<file path="src/rtl/mem_alu_seq.sv">
// ============================================================================
// Module  : mem_alu_seq
// Brief   : Handshaked 3-address memory-to-memory ALU over a 2^ADDR_W x DATA_W
//           register file. Define MEM_ALU_MULDIV_EN to build ops 13-15
//           (multiply and the iterative restoring divider).
// Revision: 1.0 - initial parametrised release
// ============================================================================
`default_nettype none

module mem_alu_seq #(
  parameter  int DATA_W = 8,
  parameter  int ADDR_W = 4,
  localparam int IW     = 4 + 3 * ADDR_W,
  localparam int DEPTH  = 1 << ADDR_W
) (
  input  logic                    clk,
  input  logic                    rst_n,
  input  logic                    instr_valid,
  output logic                    instr_ready,
  input  logic [IW-1:0]           instruction,
  output logic [DATA_W*DEPTH-1:0] memory,
  output logic [DATA_W-1:0]       r1,
  output logic [DATA_W-1:0]       r2,
  output logic [DATA_W-1:0]       r3,
  output logic                    done,
  output logic                    carry,
  output logic                    div_zero
);

  typedef enum logic [1:0] {
    S_IDLE = 2'd0,
    S_EXEC = 2'd1
`ifdef MEM_ALU_MULDIV_EN
    , S_DIV = 2'd2
`endif
  } state_t;

  state_t r_state, w_state_nxt;

  logic [DATA_W-1:0]   r_mem [DEPTH];
  logic [3:0]          r_op;
  logic [ADDR_W-1:0]   r_d;
  logic [2*ADDR_W-1:0] r_imm;

  logic [3:0]          w_f_op;
  logic [ADDR_W-1:0]   w_f_a, w_f_b, w_f_d;
  logic [2*ADDR_W-1:0] w_f_imm;
  logic [DATA_W-1:0]   w_imm_ext;
  logic [DATA_W-1:0]   w_res;
  logic                w_wen, w_cy_we, w_cy, w_dz;

  assign w_f_op  = instruction[IW-1 -: 4];
  assign w_f_a   = instruction[3*ADDR_W-1 -: ADDR_W];
  assign w_f_b   = instruction[2*ADDR_W-1 -: ADDR_W];
  assign w_f_d   = instruction[ADDR_W-1:0];
  assign w_f_imm = instruction[3*ADDR_W-1:ADDR_W];

  assign instr_ready = (r_state == S_IDLE);

  generate
    if (2 * ADDR_W >= DATA_W) begin : g_imm_trunc
      assign w_imm_ext = r_imm[DATA_W-1:0];
    end else begin : g_imm_zext
      assign w_imm_ext = {{(DATA_W - 2*ADDR_W){1'b0}}, r_imm};
    end
  endgenerate

  generate
    for (genvar k = 0; k < DEPTH; k++) begin : g_mem_flat
      assign memory[k*DATA_W +: DATA_W] = r_mem[k];
    end
  endgenerate

`ifdef MEM_ALU_MULDIV_EN
  localparam int CNT_W = $clog2(DATA_W);

  logic [DATA_W-1:0] r_quo, r_rem;
  logic [CNT_W-1:0]  r_cnt;
  logic [DATA_W:0]   w_rem_sh;
  logic              w_ge, w_div_last, w_start_div;
  logic [DATA_W-1:0] w_rem_nxt, w_quo_nxt, w_div_res;

  // Restoring step: shift next dividend bit into the partial remainder,
  // subtract the divisor when it fits. r2 is stable for the whole division.
  assign w_rem_sh   = {r_rem, r_quo[DATA_W-1]};
  assign w_ge       = (w_rem_sh >= {1'b0, r2});
  assign w_rem_nxt  = w_ge ? (w_rem_sh[DATA_W-1:0] - r2) : w_rem_sh[DATA_W-1:0];
  assign w_quo_nxt  = {r_quo[DATA_W-2:0], w_ge};
  assign w_div_last = (r_cnt == CNT_W'(DATA_W - 1));
  assign w_div_res  = r_op[0] ? w_rem_nxt : w_quo_nxt;
`endif

  always_ff @(posedge clk or negedge rst_n) begin
    if (!rst_n) r_state <= S_IDLE;
    else        r_state <= w_state_nxt;
  end

  always_comb begin
    w_state_nxt = r_state;
    w_res       = r3;
    w_wen       = 1'b0;
    w_cy_we     = 1'b0;
    w_cy        = carry;
    w_dz        = 1'b0;
`ifdef MEM_ALU_MULDIV_EN
    w_start_div = 1'b0;
`endif
    case (r_op)
      4'd0:  begin w_res = w_imm_ext;                                w_wen = 1'b1; end
      4'd1:  begin w_res = {{(DATA_W-1){1'b0}}, (r2 == r1)};         w_wen = 1'b1; end
      4'd2:  begin w_res = {{(DATA_W-1){1'b0}}, (r2 <  r1)};         w_wen = 1'b1; end
      4'd3:  begin w_res = {{(DATA_W-1){1'b0}}, (r2 <= r1)};         w_wen = 1'b1; end
      4'd4:  begin w_res = r1 | r2;                                  w_wen = 1'b1; end
      4'd8:  begin w_res = r1 & r2;                                  w_wen = 1'b1; end
      4'd9:  begin w_res = r1 ^ r2;                                  w_wen = 1'b1; end
      4'd10: begin w_res = ~r1;                                      w_wen = 1'b1; end
      4'd11: begin
        {w_cy, w_res} = {1'b0, r1} + {1'b0, r2};
        w_wen   = 1'b1;
        w_cy_we = 1'b1;
      end
      4'd12: begin
        w_res   = r1 - r2;
        w_cy    = (r1 < r2);
        w_wen   = 1'b1;
        w_cy_we = 1'b1;
      end
`ifdef MEM_ALU_MULDIV_EN
      4'd13: begin w_res = r1 * r2; w_wen = 1'b1; end
      4'd14, 4'd15: begin
        if (r2 == '0) begin
          w_res = r_op[0] ? r1 : {DATA_W{1'b1}};
          w_wen = 1'b1;
          w_dz  = 1'b1;
        end else begin
          w_start_div = 1'b1;
        end
      end
`endif
      default: ;
    endcase

    case (r_state)
      S_IDLE: if (instr_valid) w_state_nxt = S_EXEC;
`ifdef MEM_ALU_MULDIV_EN
      S_EXEC: w_state_nxt = w_start_div ? S_DIV : S_IDLE;
      S_DIV:  if (w_div_last) w_state_nxt = S_IDLE;
`else
      S_EXEC: w_state_nxt = S_IDLE;
`endif
      default: w_state_nxt = S_IDLE;
    endcase
  end

  always_ff @(posedge clk or negedge rst_n) begin
    if (!rst_n) begin
      for (int k = 0; k < DEPTH; k++) r_mem[k] <= '0;
      r_op     <= '0;
      r_d      <= '0;
      r_imm    <= '0;
      r1       <= '0;
      r2       <= '0;
      r3       <= '0;
      done     <= 1'b0;
      carry    <= 1'b0;
      div_zero <= 1'b0;
`ifdef MEM_ALU_MULDIV_EN
      r_quo    <= '0;
      r_rem    <= '0;
      r_cnt    <= '0;
`endif
    end else begin
      done <= 1'b0;
      case (r_state)
        S_IDLE: begin
          if (instr_valid) begin
            r_op  <= w_f_op;
            r_d   <= w_f_d;
            r_imm <= w_f_imm;
            r1    <= r_mem[w_f_a];
            r2    <= r_mem[w_f_b];
          end
        end
        S_EXEC: begin
          if (w_wen) begin
            r_mem[r_d] <= w_res;
            r3         <= w_res;
          end
          if (w_cy_we) carry <= w_cy;
`ifdef MEM_ALU_MULDIV_EN
          if (w_start_div) begin
            r_quo <= r1;
            r_rem <= '0;
            r_cnt <= '0;
          end else begin
            done     <= 1'b1;
            div_zero <= w_dz;
          end
`else
          done     <= 1'b1;
          div_zero <= w_dz;
`endif
        end
`ifdef MEM_ALU_MULDIV_EN
        S_DIV: begin
          r_quo <= w_quo_nxt;
          r_rem <= w_rem_nxt;
          r_cnt <= r_cnt + CNT_W'(1);
          if (w_div_last) begin
            r_mem[r_d] <= w_div_res;
            r3         <= w_div_res;
            done       <= 1'b1;
            div_zero   <= 1'b0;
          end
        end
`endif
        default: ;
      endcase
    end
  end

endmodule

`default_nettype wire
</file>
<file path="config.mk">
export PLATFORM = sky130hd
export DESIGN_NAME = mem_alu_seq
export DESIGN_NICKNAME = d
export VERILOG_FILES = /design/src/rtl/mem_alu_seq.sv
export SDC_FILE = /design/constraint.sdc
export NUM_CORES = 1
export LEC_CHECK = 0
export BUFFER_PORTS_ARGS = -buffer_cell sky130_fd_sc_hd__clkbuf_2
export CAP_MARGIN = 20
export CORE_MARGIN = 10
export CORE_UTILIZATION = 45
export CTS_BUF_LIST = sky130_fd_sc_hd__clkbuf_8
export CTS_CLUSTER_SIZE = 28
export DETAILED_ROUTE_END_ITERATION = 7
export PLACE_DENSITY = 0.71
export SKIP_LAST_GASP = 1
export SYNTH_ARGS = -nofsm -noshare
export SYNTH_HDL_FRONTEND = slang
export SYNTH_SLANG_ARGS = --single-unit
</file>
<file path="constraint.sdc">
create_clock -name clk -period 2.5 [get_ports clk]
set_input_delay 0.25 -clock clk [delete_from_list [all_inputs] [get_ports clk]]
set_output_delay 0.25 -clock clk [all_outputs]
set_load 0.005 [all_outputs]
</file>
==> impl_metrics.toml, run 1 <==
[power_and_ir_drop]
power.density_cell_area_nw_per_um2 = 1265
power.ir.vdd_worst_uv = 615.7
p_total_mw = 15.72
leakagePower_nw = 5.740

[floorplan]
effective_utilization_at_floorplan_pct = 46.13
fp.dieArea_um2 = 28050
core_area_um2 = 21220
core.rowCount = 53
chipHeight_um = 167.5
floorplan.io_pins = 175
chipWidth_um = 167.5

[worst_setup_path]
critPathRequiredTime_ps = 2860
critPathLaunch = "r1[0]"
critical_r2r_launch = "r1[0]"
worstSetupEndpointType = "flop"
critical_path_at_ps = 3010
timing_worst_setup_path_type = "reg2reg"
worstPathMaxFanout = 4
nature_of_the_critical_path_startpoint = "flop"

[place]
place.detailed.instances = 1315
place.port_buffers = 173
place.gp.congestion = 1.010
place_hpwl_mm = 25.37

[route]
initialDrtViolationCount = 726
detailroute.wirelength.met3_mm = 2.989
highest_layer = "met4"
wirelength_met1_mm = 13.66
vias = 8267
detail-route-antenna-nets = 0
avgViaCountPerCell = 6.092
routed-wl-met2_mm = 16.42
drt_first_pass_iters = 5
wl_per_cell_um = 25.22
wl_mm = 34.22
count_of_unresolved_drc_violations_after_routing = 0

[synthesis]
post_synth_fa_ha_maj_area_fraction_pct = 3.860
yosys.area_share.simple_pct = 8.627
synth_top_family_by_area = "multiplexers"
synth-compound-area-share_pct = 10.69
synth_warnings = 0
synthArstFlopShare_pct = 100.0
synth.ff_latch_count = 171
synth.area.mux_share_pct = 28.64
number_of_standard_cells_after_synthesis = 819
post_synth_instance_area_um2 = 9789
synthesis.area_per_instance_um2 = 11.95
number_of_unique_standard_cell_types_used_by_synthesis = 65
post_synth_xor_area_fraction_pct = 0
synth_flop_cell = "sky130_fd_sc_hd__dfrtp_1"
synth_seq_area_share_pct = 43.71
synthesis.nets = 867
synth-edff-count = 0

[cts]
clock_sink_count = 171
insertion_delay_ps = 470
clk_transition_reported_paths_ps = 100
clock_tree_from_tritoncts = "yes"
cts_inserted_buffers = 17
ctsRootBufferMaster = "sky130_fd_sc_hd__clkbuf_8"
max-clock-path-buffers = 2
cts_htree_levels = 4

[cells_and_area]
area.growth.synth_to_final_pct = 26.92
final-instance-count-excl-fill = 1357
design.final.nets = 1117
final.fill_count = 1775
final_cell_mix = "sky130_fd_sc_hd__clkbuf_2, sky130_fd_sc_hd__dfrtp_1, sky130_fd_sc_hd__buf_4, sky130_fd_sc_hd__mux4_2, sky130_fd_sc_hd__mux2_2"
antennaDiodeCount = 0
final_layout_size_suffix_gt1_share_pct = 48.52
layout.cells.most_common = "sky130_fd_sc_hd__clkbuf_2"
layout.area.seq_um2 = 4279
fin_util_pct = 58.55
multi_input_area_um2 = 5266

[sta]
finalWorstPathRequiredPeriod_ps = 2643
timing_max_transition_violations_final = 0
final_hold_viol_count = 0
setup_ws_ps = -142.7
setup_repair_after_global_routing_missed_its_margin = "yes"
max_freq_ghz = 0.3784
worstMarginPinSlew_ps = 617.8
worst_hold_check_slack_ps = 16.27
setup_viol = 33
layout_worst_path_cycle_share_pct = 105.7
headroom_to_the_max_slew_limit_pct = 58.81
clock-skew-final_ps = 23.47

[min_path]
worst_hold_startpoint = "instruction[0]"
hold_class = "in2reg"

[flow_run]
max_cap_violations = 0

[global_routing]
globalRouteOverflowTotal = 0
number_of_antenna_violations_at_the_first_check_in_global_routing = 0
groute.usage.overall_pct = 23.64
largest_net_degree_at_the_start_of_global_routing = 55
grt_first_pass_wirelength_mm = 51.60
first_global_vias = 8426

[run_status]
failed_checks = "negative setup slack"
status = "finished, violations left"
metrics by stage:
step	TNS, ps	cell area [um^2]	worst slack [ps]
2_1_floorplan	-402.7	9827	-43.32
3_3_place_gp	-1455	11760	-50.57
3_5_place_dp	-2515	11760	-102.4
4_1_cts	-3478	12280	-119.0
5_1_grt	-7553	12420	-236.9
6_report	-3871	12420	-142.7
cell families (layout without fill, tap and decap cells):
kind of cell | count (synthesis) | in the layout
buf+inv | 100 | 363
other cells | 1 | 1
fa+ha+maj | 29 | 29
mux | 168 | 168
simple gates | 185 | 185
compound gates | 165 | 165
flops | 171 | 171
flip-flops by register name, summed over array words and instances, names as in the netlist:
name,count
memory,128
r1,8
r2,8
r3,8
r_imm,8
r_d,4
r_op,4
carry,1
done,1
r_state,1
report_power, final:
group | internal, mW | switching (mW) | total (mW) | leakage [nW]
registers | 3.93 | 1.33 | 5.26 | 2.17
clock network | 0.980 | 1.10 | 2.08 | 0.209
logic | 4.39 | 3.99 | 8.38 | 3.37
total | 9.29 | 6.43 | 15.7 | 5.74
cell usage after synthesis, types with 5 or more instances:
cell type,instances,area share (%)
sky130_fd_sc_hd__a31oi_1,13,0.83
sky130_fd_sc_hd__dfrtp_1,171,44
sky130_fd_sc_hd__o21ai_0,62,3.2
sky130_fd_sc_hd__mux4_2,80,18
sky130_fd_sc_hd__mux2_2,81,9.3
sky130_fd_sc_hd__ha_1,27,3.5
sky130_fd_sc_hd__nor2_1,57,2.2
sky130_fd_sc_hd__clkbuf_1,30,1.2
sky130_fd_sc_hd__nand2b_1,7,0.45
sky130_fd_sc_hd__o221ai_1,5,0.45
sky130_fd_sc_hd__nor3_1,8,0.41
sky130_fd_sc_hd__a21oi_1,34,1.7
sky130_fd_sc_hd__nor2b_1,9,0.58
sky130_fd_sc_hd__nand2_1,66,2.5
sky130_fd_sc_hd__buf_2,28,1.4
sky130_fd_sc_hd__inv_1,33,1.3
sky130_fd_sc_hd__nand3_1,17,0.87
what timing repair did:
| item | 4_1_cts | 5_1_grt |
|---|---|---|
| buffers inserted | 1 | 1 |
| pin swaps | 0 | 5 |
| hold buffers | 4 | 0 |
| cloned | 1 | 3 |
| gates resized for setup | 11 | 25 |
| endpoints found under the setup margin | 41 | 81 |
| endpoints found under the hold margin | 54 | 0 |
critical path, cell delays in order, from the launching register on:
cell	delay, ps
sky130_fd_sc_hd__dfrtp_1	420
sky130_fd_sc_hd__ha_2	200
sky130_fd_sc_hd__fa_2	370
sky130_fd_sc_hd__a21oi_2	140
sky130_fd_sc_hd__nor2b_2	60
sky130_fd_sc_hd__a311o_1	330
sky130_fd_sc_hd__a221o_1	310
sky130_fd_sc_hd__a21o_4	260
sky130_fd_sc_hd__clkbuf_16	170
sky130_fd_sc_hd__mux2_2	270
metal layers:
layer / GRT usage (%) / up-vias
li1: - / 3550
met1: 30.96 / 4177
met2: 37.33 / 460
met3: 5.782 / 80
met4: 8.592 / 0
met5: 0 / -
path summary, 6_finish.rpt:
path / end / slack (ps) / depth (start not counted)
worst max-delay path: memory[38] / -140 / 9
worst min register to register: r3[7] / 490 / 2
max in group asynchronous: memory[18] / 1420 / 3
worst min-delay path: r_d[0] / 20 / 2
min in group asynchronous: done / 290 / 2
worst max register to register: memory[38] / -140 / 9
final cells by class:
cell class                 count  share of cell area (%)
clock buffer                  20                   2.216
inverter                      34                   1.027
sequential                   171                   34.44
timing repair buffer         297                   16.07
clock inverter                12                   1.088
tap                          275                   2.769
multi-input combinational    548                   42.39
(Power assumes the default switching activity.)
==> inputs of run 2 (changes only) <==
--- a/config.mk
+++ b/config.mk
@@ -12,7 +12,7 @@
 export CTS_BUF_LIST = sky130_fd_sc_hd__clkbuf_8
 export CTS_CLUSTER_SIZE = 28
 export DETAILED_ROUTE_END_ITERATION = 7
-export PLACE_DENSITY = 0.71
+export PLACE_DENSITY = 0.69
 export SKIP_LAST_GASP = 1
 export SYNTH_ARGS = -nofsm -noshare
 export SYNTH_HDL_FRONTEND = slang
==> constraint.sdc (replaced) <==
create_clock -name clk -period 2.8 [get_ports clk]
set_input_delay 0.28 -clock clk [delete_from_list [all_inputs] [get_ports clk]]
set_output_delay 0.28 -clock clk [all_outputs]
set_load 0.05 [all_outputs]
==> run 2 against run 1 <==
  * The run now ends clean
  * Wire length is 3.2% lower
  * Core utilization decreased by 1.9 points
  * Final area decreased by 3.3%
  * Die area unchanged
==> impl_metrics.toml, run 2 (same netlist as run 1, synthesis figures left out) <==
[run_status]
status = "finished, final reports clean"

[cts]
ctsRootBufferMaster = "sky130_fd_sc_hd__clkbuf_8"
insertion_delay_ps = 480
cts_inserted_buffers = 17
cts_htree_levels = 4
clock_tree_from_tritoncts = "yes"
clk_transition_reported_paths_ps = 90
clock_sink_count = 171
max-clock-path-buffers = 2

[sta]
worstMarginPinSlew_ps = 1069
setup_viol = 0
setup_ws_ps = 30.67
max_freq_ghz = 0.3611
timing_max_transition_violations_final = 0
clock-skew-final_ps = 20.70
setup_total_negative_slack_ps = 0
headroom_to_the_max_slew_limit_pct = 28.46
setup_repair_after_global_routing_missed_its_margin = "yes"
layout_worst_path_cycle_share_pct = 98.90
final_hold_viol_count = 0
finalWorstPathRequiredPeriod_ps = 2769

[worst_setup_path]
crit_path_largest_cell_delay_ps = 490
cp_cell_sequence = "inv_2, ha_4, inv_2, fa_2, buf_6, nor3b_1, nor3_2, o221ai_1, a21o_1, a221o_2, mux2_4"
critical_path_at_ps = 3130
timing_worst_setup_path_type = "reg2reg"
worstSetupEndpointType = "flop"
critPathRequiredTime_ps = 3160
nature_of_the_critical_path_startpoint = "flop"
worstPathMaxFanout = 8
critical-path-slowest-cell = "sky130_fd_sc_hd__a221o_2"
critical_path.most_common_cell = "sky130_fd_sc_hd__inv_2"

[route]
count_of_unresolved_drc_violations_after_routing = 0
highest_layer = "met5"
vias = 8016
detail-route-antenna-nets = 0
initialDrtViolationCount = 933
routed-wl-met2_mm = 15.62
wirelength_met1_mm = 13.12
wl_per_cell_um = 25.10
detailroute.wirelength.met3_mm = 3.481
drt_first_pass_iters = 5
avgViaCountPerCell = 6.073
wl_mm = 33.13

[global_routing]
groute.usage.overall_pct = 23.14
number_of_antenna_violations_at_the_first_check_in_global_routing = 1
largest_net_degree_at_the_start_of_global_routing = 71
first_global_vias = 8151
globalRouteOverflowTotal = 0
grt_first_pass_wirelength_mm = 50.13

[cells_and_area]
antennaDiodeCount = 0
final_layout_size_suffix_gt1_share_pct = 46.79
design.final.nets = 1080
largest_register_ffs = 128
area.growth.synth_to_final_pct = 22.74
layout.area.seq_um2 = 4293
multi_input_area_um2 = 5189
layout.cells.most_common = "sky130_fd_sc_hd__clkbuf_2"
final.fill_count = 1813
final_cell_mix = "sky130_fd_sc_hd__clkbuf_2, sky130_fd_sc_hd__dfrtp_1, sky130_fd_sc_hd__mux4_2, sky130_fd_sc_hd__mux2_2, sky130_fd_sc_hd__buf_4"
fin_util_pct = 56.62

[floorplan]
core.rowCount = 53
chipHeight_um = 167.5
floorplan.io_pins = 175
chipWidth_um = 167.5
fp.dieArea_um2 = 28050
core_area_um2 = 21220
effective_utilization_at_floorplan_pct = 46.13

[flow_run]
max_cap_violations = 0

[place]
place_hpwl_mm = 24.32
place.gp.congestion = 0.9357
place.port_buffers = 173
place_ws_ps = -245.2

[min_path]
hold_class = "in2reg"
## run 2: path summary, 6_finish.rpt
kind / slack, ps / cells after the start / endpoint / startpoint
worst max register to register: 30 / 11 / memory[64] / r1[0]
worst min register to register: 510 / 2 / r3[3] / r3[3]
worst min-delay path: 30 / 2 / r_d[2] / instruction[2]
max in group asynchronous: 1560 / 3 / r3[7] / rst_n
worst max-delay path: 30 / 11 / memory[64] / r1[0]
min in group asynchronous: 360 / 2 / r_op[1] / rst_n
## run 2: metrics by stage
stage	area [um^2]	std cells	hold WS, ps
floorplan	9803	819	-15.59
global placement	11410	1275	341.8
detailed placement	11410	1275	348.3
CTS	11930	1315	23.20
global route	12020	1320	36.03
finish	12020	1320	34.61
## run 2: repair_timing
action	4_1_cts	5_1_grt
hold buffers	2	0
resized for setup	7	14
gates cloned	1	0
pin swaps	4	9
setup endpoints to repair	54	92
setup buffers	5	5
endpoints found under the hold margin	67	0
## run 2: worst max-delay path: cells and delay by family, from the launching register on
kind                       cells  cell delay [ps]
adders and majority gates      2              490
muxes                          1              300
DFF                            1              420
and+or+nand+nor                2              310
buffers and inverters          3              260
AOI/OAI and AO/OA              3              880
## run 2: cell type report
cell class / instances / share of cell area (%)
well taps: 275 / 2.864
flip-flops and latches: 171 / 35.73
clock buffers: 19 / 2.176
clock inverters: 13 / 1.343
repair buffers: 259 / 13.64
multi-input cells: 549 / 43.18
inverters: 34 / 1.062
## run 2: per-layer routing
metal / global-route usage, % / vias to the layer above
met5: 0 / -
met4: 7.873 / 2
met3: 7.772 / 70
met2: 35.68 / 435
met1: 29.95 / 4040
li1: - / 3469
Power of run 2 is not shown: default switching activity piles up to over one toggle a cycle in this logic, so the estimate is an artifact.
